## config.mk

```make
export PLATFORM = sky130hd
export DESIGN_NAME = bus_arbiter_2m1s_flat
export DESIGN_NICKNAME = d
export VERILOG_FILES = /design/src/rtl/bus_if_types_pkg.sv /design/src/rtl/bus_arbiter_2m1s_if.sv /design/src/rtl/rr_pick2.sv /design/src/rtl/bus_arbiter_2m1s.sv /design/src/flat_wrapper.sv
export SDC_FILE = /design/constraint.sdc
export NUM_CORES = 1
export LEC_CHECK = 0
export CAP_MARGIN = 15
export CORE_AREA = 2 2 119 121
export DETAILED_ROUTE_END_ITERATION = 16
export DIE_AREA = 0 0 121 123
export GPL_TIMING_DRIVEN = 0
export PLACE_DENSITY = 0.74
export SLEW_MARGIN = 20
export SYNTH_ARGS = -nofsm -noshare
export SYNTH_HDL_FRONTEND = slang
export SYNTH_SLANG_ARGS = --single-unit
```

## constraint.sdc

```tcl
create_clock -name clk -period 3.89 [get_ports clk]
set_input_delay 0.778 -clock clk [delete_from_list [all_inputs] [get_ports clk]]
set_output_delay 0.778 -clock clk [all_outputs]
set_load 0.02 [all_outputs]
```

## src/rtl/bus_if_types_pkg.sv

```systemverilog
// rtl/bus_if_types_pkg.sv - shared core-bus transaction types and arbiter constants
// Contents: ttype_e (READ/WRITE), tsize_e (BYTE/HALF/WORD), arb_state_e, ARB_DEFAULT_TIMEOUT.
package bus_if_types_pkg;

  typedef enum logic {
    READ  = 1'b0,
    WRITE = 1'b1
  } ttype_e;

  typedef enum logic [1:0] {
    BYTE = 2'd0,
    HALF = 2'd1,
    WORD = 2'd2
  } tsize_e;

  typedef enum logic [1:0] {
    IDLE = 2'd0,
    BUSY = 2'd1,
    DONE = 2'd2
  } arb_state_e;

  localparam int ARB_DEFAULT_TIMEOUT = 255;

endpackage

```

## src/rtl/bus_arbiter_2m1s_if.sv

```systemverilog
// rtl/bus_arbiter_2m1s_if.sv - one core-bus port: request fields plus completion response
// Signals: bstart/ttype/tsize/addr/wdata flow initiator->target;
//          rdata/bdone/err flow target->initiator.
// Modports: master = initiator side, slave = target side.
interface bus_arbiter_2m1s_if #(
  parameter int ADDR_W = 32,
  parameter int DATA_W = 32
);
  import bus_if_types_pkg::*;

  logic              bstart;
  ttype_e            ttype;
  tsize_e            tsize;
  logic [ADDR_W-1:0] addr;
  logic [DATA_W-1:0] wdata;
  logic [DATA_W-1:0] rdata;
  logic              bdone;
  logic              err;

  modport master (output bstart, ttype, tsize, addr, wdata, input rdata, bdone, err);
  modport slave  (input bstart, ttype, tsize, addr, wdata, output rdata, bdone, err);

endinterface

```

## src/rtl/rr_pick2.sv

```systemverilog
// rtl/rr_pick2.sv - combinational two-way round-robin chooser
// Ports: req[1:0] requesters, last = index of previous winner, win[1:0] one-hot winner.
module rr_pick2 (
  input  logic [1:0] req,
  input  logic       last,
  output logic [1:0] win
);

  always_comb begin
    win = req;
    // On a tie the master that did not win last time goes first.
    if (req == 2'b11) begin
      win = last ? 2'b01 : 2'b10;
    end
  end

endmodule

```

## src/rtl/bus_arbiter_2m1s.sv

```systemverilog
// rtl/bus_arbiter_2m1s.sv - round-robin arbiter sharing one slave bus between ibus (m0) and dbus (m1)
// Ports: clk, rst (sync, active-high); m0/m1 = master buses (target side here);
//        s = slave bus (initiator side here); gnt = one-hot current owner, 00 when idle.
// TIMEOUT = slave response limit in cycles, 0 disables the watchdog.
module bus_arbiter_2m1s #(
  parameter int ADDR_W  = 32,
  parameter int DATA_W  = 32,
  parameter int TIMEOUT = bus_if_types_pkg::ARB_DEFAULT_TIMEOUT
) (
  input  logic                clk,
  input  logic                rst,
  bus_arbiter_2m1s_if.slave   m0,
  bus_arbiter_2m1s_if.slave   m1,
  bus_arbiter_2m1s_if.master  s,
  output logic [1:0]          gnt
);
  import bus_if_types_pkg::*;

  localparam int CNT_W = (TIMEOUT > 0) ? $clog2(TIMEOUT + 1) : 1;
  localparam logic [CNT_W-1:0] CNT_LAST = CNT_W'(TIMEOUT - 1);

  arb_state_e        state;
  logic              last;
  logic [1:0]        gnt_q;
  logic              s_bstart_q;
  ttype_e            cap_ttype;
  tsize_e            cap_tsize;
  logic [ADDR_W-1:0] cap_addr;
  logic [DATA_W-1:0] cap_wdata;
  logic [CNT_W-1:0]  cnt;

  logic [1:0] req;
  logic [1:0] win;
  logic       busy;
  logic       timeout_hit;
  logic       ok_fire;
  logic       resp_fire;

  assign req = {m1.bstart, m0.bstart};

  rr_pick2 u_pick (
    .req  (req),
    .last (last),
    .win  (win)
  );

  // Responses are suppressed while rst is high so an aborted transaction never completes.
  assign busy        = (state == BUSY) && !rst;
  assign ok_fire     = busy && s.bdone;
  assign timeout_hit = (TIMEOUT != 0) && busy && (cnt == CNT_LAST) && !s.bdone;
  assign resp_fire   = ok_fire || timeout_hit;

  assign m0.bdone = resp_fire && gnt_q[0];
  assign m0.err   = timeout_hit && gnt_q[0];
  assign m0.rdata = (ok_fire && gnt_q[0]) ? s.rdata : '0;
  assign m1.bdone = resp_fire && gnt_q[1];
  assign m1.err   = timeout_hit && gnt_q[1];
  assign m1.rdata = (ok_fire && gnt_q[1]) ? s.rdata : '0;

  assign s.bstart = s_bstart_q;
  assign s.ttype  = cap_ttype;
  assign s.tsize  = cap_tsize;
  assign s.addr   = cap_addr;
  assign s.wdata  = cap_wdata;
  assign gnt      = gnt_q;

  always_ff @(posedge clk) begin
    if (rst) begin
      state      <= IDLE;
      last       <= 1'b1;
      gnt_q      <= 2'b00;
      s_bstart_q <= 1'b0;
      cap_ttype  <= READ;
      cap_tsize  <= BYTE;
      cap_addr   <= '0;
      cap_wdata  <= '0;
      cnt        <= '0;
    end else begin
      case (state)
        IDLE: begin
          if (|win) begin
            cap_ttype  <= win[1] ? m1.ttype : m0.ttype;
            cap_tsize  <= win[1] ? m1.tsize : m0.tsize;
            cap_addr   <= win[1] ? m1.addr  : m0.addr;
            cap_wdata  <= win[1] ? m1.wdata : m0.wdata;
            gnt_q      <= win;
            last       <= win[1];
            s_bstart_q <= 1'b1;
            state      <= BUSY;
          end
        end
        BUSY: begin
          if (resp_fire) begin
            gnt_q      <= 2'b00;
            s_bstart_q <= 1'b0;
            cnt        <= '0;
            state      <= DONE;
          end else if (cnt != '1) begin
            cnt <= cnt + 1'b1;
          end
        end
        DONE: begin
          // Dead cycle gives the finished master time to drop bstart.
          state <= IDLE;
        end
        default: begin
          state <= IDLE;
        end
      endcase
    end
  end

endmodule

```

## src/flat_wrapper.sv

```systemverilog
// flat-port wrapper written by rule: the top's interface ports become plain ports
module bus_arbiter_2m1s_flat import bus_if_types_pkg::*;
#(
  parameter int ADDR_W  = 32,
  parameter int DATA_W  = 32,
  parameter int TIMEOUT = bus_if_types_pkg::ARB_DEFAULT_TIMEOUT
)
  (clk, rst, gnt, m0_bstart, m0_ttype, m0_tsize, m0_addr, m0_wdata, m0_rdata, m0_bdone, m0_err, m1_bstart, m1_ttype, m1_tsize, m1_addr, m1_wdata, m1_rdata, m1_bdone, m1_err, s_bstart, s_ttype, s_tsize, s_addr, s_wdata, s_rdata, s_bdone, s_err);
  bus_arbiter_2m1s_if #(.ADDR_W(ADDR_W), .DATA_W(DATA_W)) m0_i ();
  bus_arbiter_2m1s_if #(.ADDR_W(ADDR_W), .DATA_W(DATA_W)) m1_i ();
  bus_arbiter_2m1s_if #(.ADDR_W(ADDR_W), .DATA_W(DATA_W)) s_i ();
  input  logic clk;
  input  logic rst;
  output logic [1:0] gnt;
  input wire logic [$bits(m0_i.bstart)-1:0] m0_bstart;
  input wire logic [$bits(m0_i.ttype)-1:0] m0_ttype;
  input wire logic [$bits(m0_i.tsize)-1:0] m0_tsize;
  input wire logic [$bits(m0_i.addr)-1:0] m0_addr;
  input wire logic [$bits(m0_i.wdata)-1:0] m0_wdata;
  output wire logic [$bits(m0_i.rdata)-1:0] m0_rdata;
  output wire logic [$bits(m0_i.bdone)-1:0] m0_bdone;
  output wire logic [$bits(m0_i.err)-1:0] m0_err;
  input wire logic [$bits(m1_i.bstart)-1:0] m1_bstart;
  input wire logic [$bits(m1_i.ttype)-1:0] m1_ttype;
  input wire logic [$bits(m1_i.tsize)-1:0] m1_tsize;
  input wire logic [$bits(m1_i.addr)-1:0] m1_addr;
  input wire logic [$bits(m1_i.wdata)-1:0] m1_wdata;
  output wire logic [$bits(m1_i.rdata)-1:0] m1_rdata;
  output wire logic [$bits(m1_i.bdone)-1:0] m1_bdone;
  output wire logic [$bits(m1_i.err)-1:0] m1_err;
  output wire logic [$bits(s_i.bstart)-1:0] s_bstart;
  output wire logic [$bits(s_i.ttype)-1:0] s_ttype;
  output wire logic [$bits(s_i.tsize)-1:0] s_tsize;
  output wire logic [$bits(s_i.addr)-1:0] s_addr;
  output wire logic [$bits(s_i.wdata)-1:0] s_wdata;
  input wire logic [$bits(s_i.rdata)-1:0] s_rdata;
  input wire logic [$bits(s_i.bdone)-1:0] s_bdone;
  input wire logic [$bits(s_i.err)-1:0] s_err;
  assign m0_i.bstart = m0_bstart;
  assign m0_i.ttype = m0_ttype;
  assign m0_i.tsize = m0_tsize;
  assign m0_i.addr = m0_addr;
  assign m0_i.wdata = m0_wdata;
  assign m0_rdata = m0_i.rdata;
  assign m0_bdone = m0_i.bdone;
  assign m0_err = m0_i.err;
  assign m1_i.bstart = m1_bstart;
  assign m1_i.ttype = m1_ttype;
  assign m1_i.tsize = m1_tsize;
  assign m1_i.addr = m1_addr;
  assign m1_i.wdata = m1_wdata;
  assign m1_rdata = m1_i.rdata;
  assign m1_bdone = m1_i.bdone;
  assign m1_err = m1_i.err;
  assign s_bstart = s_i.bstart;
  assign s_ttype = s_i.ttype;
  assign s_tsize = s_i.tsize;
  assign s_addr = s_i.addr;
  assign s_wdata = s_i.wdata;
  assign s_i.rdata = s_rdata;
  assign s_i.bdone = s_bdone;
  assign s_i.err = s_err;
  bus_arbiter_2m1s #(.ADDR_W(ADDR_W), .DATA_W(DATA_W), .TIMEOUT(TIMEOUT)) u_core (.clk(clk), .rst(rst), .m0(m0_i), .m1(m1_i), .s(s_i), .gnt(gnt));
endmodule
```

* After elaboration in Yosys (flattened, before gate mapping)
Index checks and enable logic that the tools add are counted.
** Storage, ports and cells
- Memories kept :: 0
- Bits in registers :: 81
- RAM bits :: 0
- Word-level logic and storage cells :: 56
- Bits in read-only memories :: 0
- Bits in latches :: 0
** Cells by class
- Div/mod/pow operators :: 0
- Shift operators :: 0
- Reductions and logical operators :: 21
- Multiply operators :: 0
- Mux-type cells :: 19
- Order comparisons :: 0
- Bitwise gates (word level) :: 0
- Equal/unequal tests :: 6
- Add/subtract/negate cells :: 1
** Operators by type and width (count)
- 2-to-1 mux 32 bit :: 4
- 2-to-1 mux 8 bit :: 2
- 2-to-1 mux 2 bit :: 7
- logical AND 1 bit :: 10
- adder 8 x 1 -> 8 bit, second input constant :: 1
- equality test 8 bit, second input constant :: 1
- inequality test 8 bit, second input constant :: 1
- one-hot mux 2 bit (2 select lines) :: 2
- AND reduction 2 bit :: 3
- inequality test 2 x 1 -> 1 bit, second input constant :: 2
- nonzero test 2 bit :: 2
- 2-to-1 mux 1 bit :: 3
- AND reduction 3 bit :: 1
- equality test 2 x 1 -> 1 bit, second input constant :: 1
- equality test 2 bit, second input constant :: 1
- zero test 1 bit :: 2
- zero test 2 bit :: 1
- one-hot mux 1 bit (2 select lines) :: 1
- OR reduction 2 bit :: 1
- logical OR 1 bit :: 1

* Longest topological paths before layout
Gate-level depths: netlist of run 1.
- Depth in word-level cells :: 7
- Mapped depth :: 7

* Modules after synthesis
Synthesis of run 1 repeated with hierarchy kept, for this count alone.
** Unflattened totals
- Cell total of the unflattened synthesis :: 456
- Area, all modules :: 4446.8 µm²
** Modules (own cells, without submodules)
- bus_arbiter_2m1s :: times used 1, area each 4428.0 µm², cells each 453
- rr_pick2 :: times used 1, area each 18.8 µm², cells each 3

* Worst setup path before layout of run 1
Ideal clock, no wire load.
- Kind :: input -> output
- Start :: in rst
- End :: out m1_rdata[10]
- Setup slack :: 1614 ps
- Cell stages on the path :: 4
- Data arrival time :: 1498 ps
- Path buffers :: 1
- Cell sequence :: nor2_2 -> and3_1 -> buf_2 -> and2_1
** On the way
- Cells in the longest elaborated chain, start to end :: 5
** Ends and longest elaborated chain
- start, declared :: line flat_wrapper.sv:13 : input logic rst;
- zero test 1 bit :: line bus_arbiter_2m1s.sv:48 : assign busy = (state == BUSY) && !rst;
- logical AND 1 bit :: line bus_arbiter_2m1s.sv:48
- logical AND 1 bit :: line bus_arbiter_2m1s.sv:49 : assign ok_fire = busy && s.bdone;
- logical AND 1 bit :: line bus_arbiter_2m1s.sv:58 : assign m1.rdata = (ok_fire && gnt_q[1]) ? s.rdata : '0;
- 2-to-1 mux 32 bit :: line bus_arbiter_2m1s.sv:58
- end, declared :: line flat_wrapper.sv:28 : output wire logic [$bits(m1_i.rdata)-1:0] m1_rdata;
No other way between the ends.

* Worst setup path in the final report of run 1
Ends and elaborated chain as after synthesis.

==> results of run 1 <==
==> routing by layer <==
metal	part of all wire	global-route usage
met1	0.35	0.1943
met2	0.54	0.3929
met3	0.085	0.05766
met4	0.022	0.07122
met5	0	0
==> layout by cell type (no fill, tap or decap), types with 2 or more instances in the layout <==
cell type,count
buf_4,8
ha_1,2
nor2_2,2
a211oi_1,50
nand2_1,8
a21oi_1,6
nand4_1,2
o21ai_0,2
buf_2,20
clkbuf_1,11
dfxtp_1,81
mux2i_1,67
nor2_1,77
bufinv_16,2
buf_12,2
inv_1,2
clkdlybuf4s50_1,308
clkinv_4,2
a211oi_2,19
and2_1,64
clkbuf_16,9
nor3_1,5
xor2_1,2
and3_1,4
xnor2_1,3
==> kinds of logic after synthesis <==
logic type | after synthesis | synth area share
AO/OA/AOI/OAI | 86 | 0.1797
XOR/XNOR | 5 | 0.01035
adder cells (fa/ha/maj) | 2 | 0.005911
buffers and inverters | 41 | 0.05971
flip-flops | 81 | 0.3831
multiplexers | 67 | 0.1584
AND/OR/NAND/NOR | 170 | 0.2028
==> worst paths after layout <==
path / startpoint / end / slack [ps] / cells after the start
worst min-delay path: u_core.s.wdata[17] / u_core.s.wdata[17] / 500 / 2
worst max register to register: u_core.state[1] / u_core.s.wdata[2] / 2270 / 6
worst max-delay path: rst / m1_rdata[10] / 490 / 6
worst min register to register: u_core.s.wdata[17] / u_core.s.wdata[17] / 500 / 2
==> stage by stage <==
step | power [mW] | setup slack, ps
after floorplan | 1.382 | 1614
after global placement | 1.810 | 462.0
after detailed placement | 1.828 | 452.6
after CTS | 2.715 | 451.1
after global routing | 2.813 | 330.6
final | 2.687 | 487.0
==> registers in the layout (all words and copies together), names as in the netlist <==
signal	flops
u_core.s.addr	32
u_core.s.wdata	32
u_core.cnt	8
u_core.gnt	2
u_core.s.tsize	2
u_core.state	2
u_core.last	1
u_core.s.bstart	1
u_core.s.ttype	1
==> Yosys cell counts (all sizes together) (2+ instances only) <==
master | number | area, sq um
inv | 2 | 7.510
o21ai | 2 | 10.01
clkbuf | 8 | 30.03
buf | 31 | 215.2
xnor2 | 3 | 26.28
a21boi | 2 | 18.77
a21oi | 6 | 30.03
dfxtp | 81 | 1622
and3 | 4 | 25.02
ha | 2 | 25.02
xor2 | 2 | 17.52
nand4 | 2 | 12.51
a211oi | 69 | 613.1
mux2i | 67 | 670.6
nor3 | 5 | 25.02
nor2 | 79 | 301.5
nand2 | 8 | 30.03
and4 | 2 | 20.02
and2 | 64 | 400.4
==> layout make-up <==
cell class	instances	area, sq um
buffer	39	245.2
clock buffer	12	236.5
clock inverter	4	77.57
fill	1214	5757
inverter	2	7.507
multi-input combinational	330	2359
sequential	81	1622
tap	180	225.2
timing repair buffer	308	3083
==> worst max-delay path: stages <==
cell	delay, ps
clkdlybuf4s50_1	450
nor2_2	170
and3_1	250
buf_2	210
and2_1	140
clkdlybuf4s50_1	620
==> report_power, final <==
group	switching, mW	total, mW	internal (mW)
Combinational	0.395	0.833	0.438
Sequential	0.0500	0.970	0.920
Clock	0.319	0.884	0.565
==> flow_summary.json, run 1 <==
{
  "fin_nets": 945,
  "utilization": 0.5771,
  "fin_crit_sh": 0.8748,
  "hold_ws_ps": 497.5,
  "clk-insertion-delay-late_ps": 320,
  "worst_ep_required_time_ps": 3110,
  "overflow": 0,
  "min_period_ps": 3403,
  "io_buffers": 308,
  "drc_errors": 0,
  "status": "finished clean",
  "ys_warn_count": 0,
  "drt_iter0_drc": 96,
  "coreArea_sq_mm": 0.01361,
  "stdcell_count": 956,
  "wl_microns": 15430,
  "irDropWorstVdd_v": 0.0002899,
  "grt_max_degree": 14,
  "dp_hpwl_microns": 12930,
  "finalClockSkew_ps": 8.923,
  "numCtsBuffers": 9,
  "place.gp.congestion": 0.8403,
  "postPlaceCellArea_sq_mm": 0.007541,
  "max_freq_mhz": 293.9,
  "synth.net_count": 626,
  "p_per_area_mw_per_mm2": 342.1,
  "cts_tree": "built",
  "cts.clk_slew.worst_paths_ps": 60,
  "syn_area_sq_mm": 0.004233,
  "die_h_microns": 123,
  "syn_area_per_cell_sq_um": 9.365,
  "initial_utilization": 0.3110,
  "syn_inst": 452,
  "cap_viol_max_count": 0,
  "die_x_microns": 121,
  "wl_per_cell_microns": 16.14,
  "cts_resized": 0,
  "dp.cells": 940,
  "cts_max_level": 3,
  "worstMarginPinSlew_ps": 770.8,
  "path_class": "in -> out",
  "boundaryPins": 310,
  "endpoint_kind": "primary output",
  "worstPathArrival_ps": 2620,
  "clock-sinks": 81,
  "grt_setup_unrepaired": "false",
  "antenna_found_initial": 0,
  "drive_above_1_share": 0.08892,
  "ys_ff_latch": 81,
  "cts-root-buf": "clkbuf_16",
  "grt_pass1_vias": 4484,
  "post-cts-setup-buffer-count": 0,
  "seq_area_frac_synth": 0.3831,
  "synthFlopType": "dfxtp_1",
  "area_growth_pct": 85.57,
  "num_vias": 4502,
  "hold_violations": 0,
  "dr.pass1.iters": 4,
  "async_flop_share": 0,
  "clockBufferDepth": 2,
  "grt_use_total": 0.1986,
  "drtAntennaViolNets": 0,
  "critPathLaunchType": "input pin",
  "ys_types": 39,
  "setup_tns_ps": 0,
  "viasPerCell": 4.709,
  "crit_fanout": 10,
  "p_leak_nw": 2.995,
  "ctsHoldBuffers": 0,
  "synth-edff-count": 0,
  "final_cell_area_sq_mm": 0.007855,
  "rows": 43,
  "slew_viol_final": 0,
  "n_antenna_cell": 0,
  "setup_viol": 0,
  "hold_class": "reg -> reg",
  "fp.dieArea_sq_mm": 0.01488,
  "maxSlewHeadroom": 0.4861,
  "grt_pass1_wl_microns": 22810
}
Note: power is estimated with default switching activity, not from simulation.
==> run 2, diff against run 1 <==
==> constraint.sdc (replaced) <==
create_clock -name clk -period 3.89 [get_ports clk]
set_input_delay 0.778 -clock clk [delete_from_list [all_inputs] [get_ports clk]]
set_output_delay 0.778 -clock clk [all_outputs]
set_load 0.01 [all_outputs]
==> results of run 2 <==
Same layout as run 1 (identical final DEF). Status: finished clean.
Main changes from that run: setup slack after placement 452.6 ps -> 519.9 ps; setup slack after layout 487.0 ps -> 554.7 ps; total power 2.687 mW -> 2.621 mW; worst IR drop on VDD 0.0002899 V -> 0.0002895 V
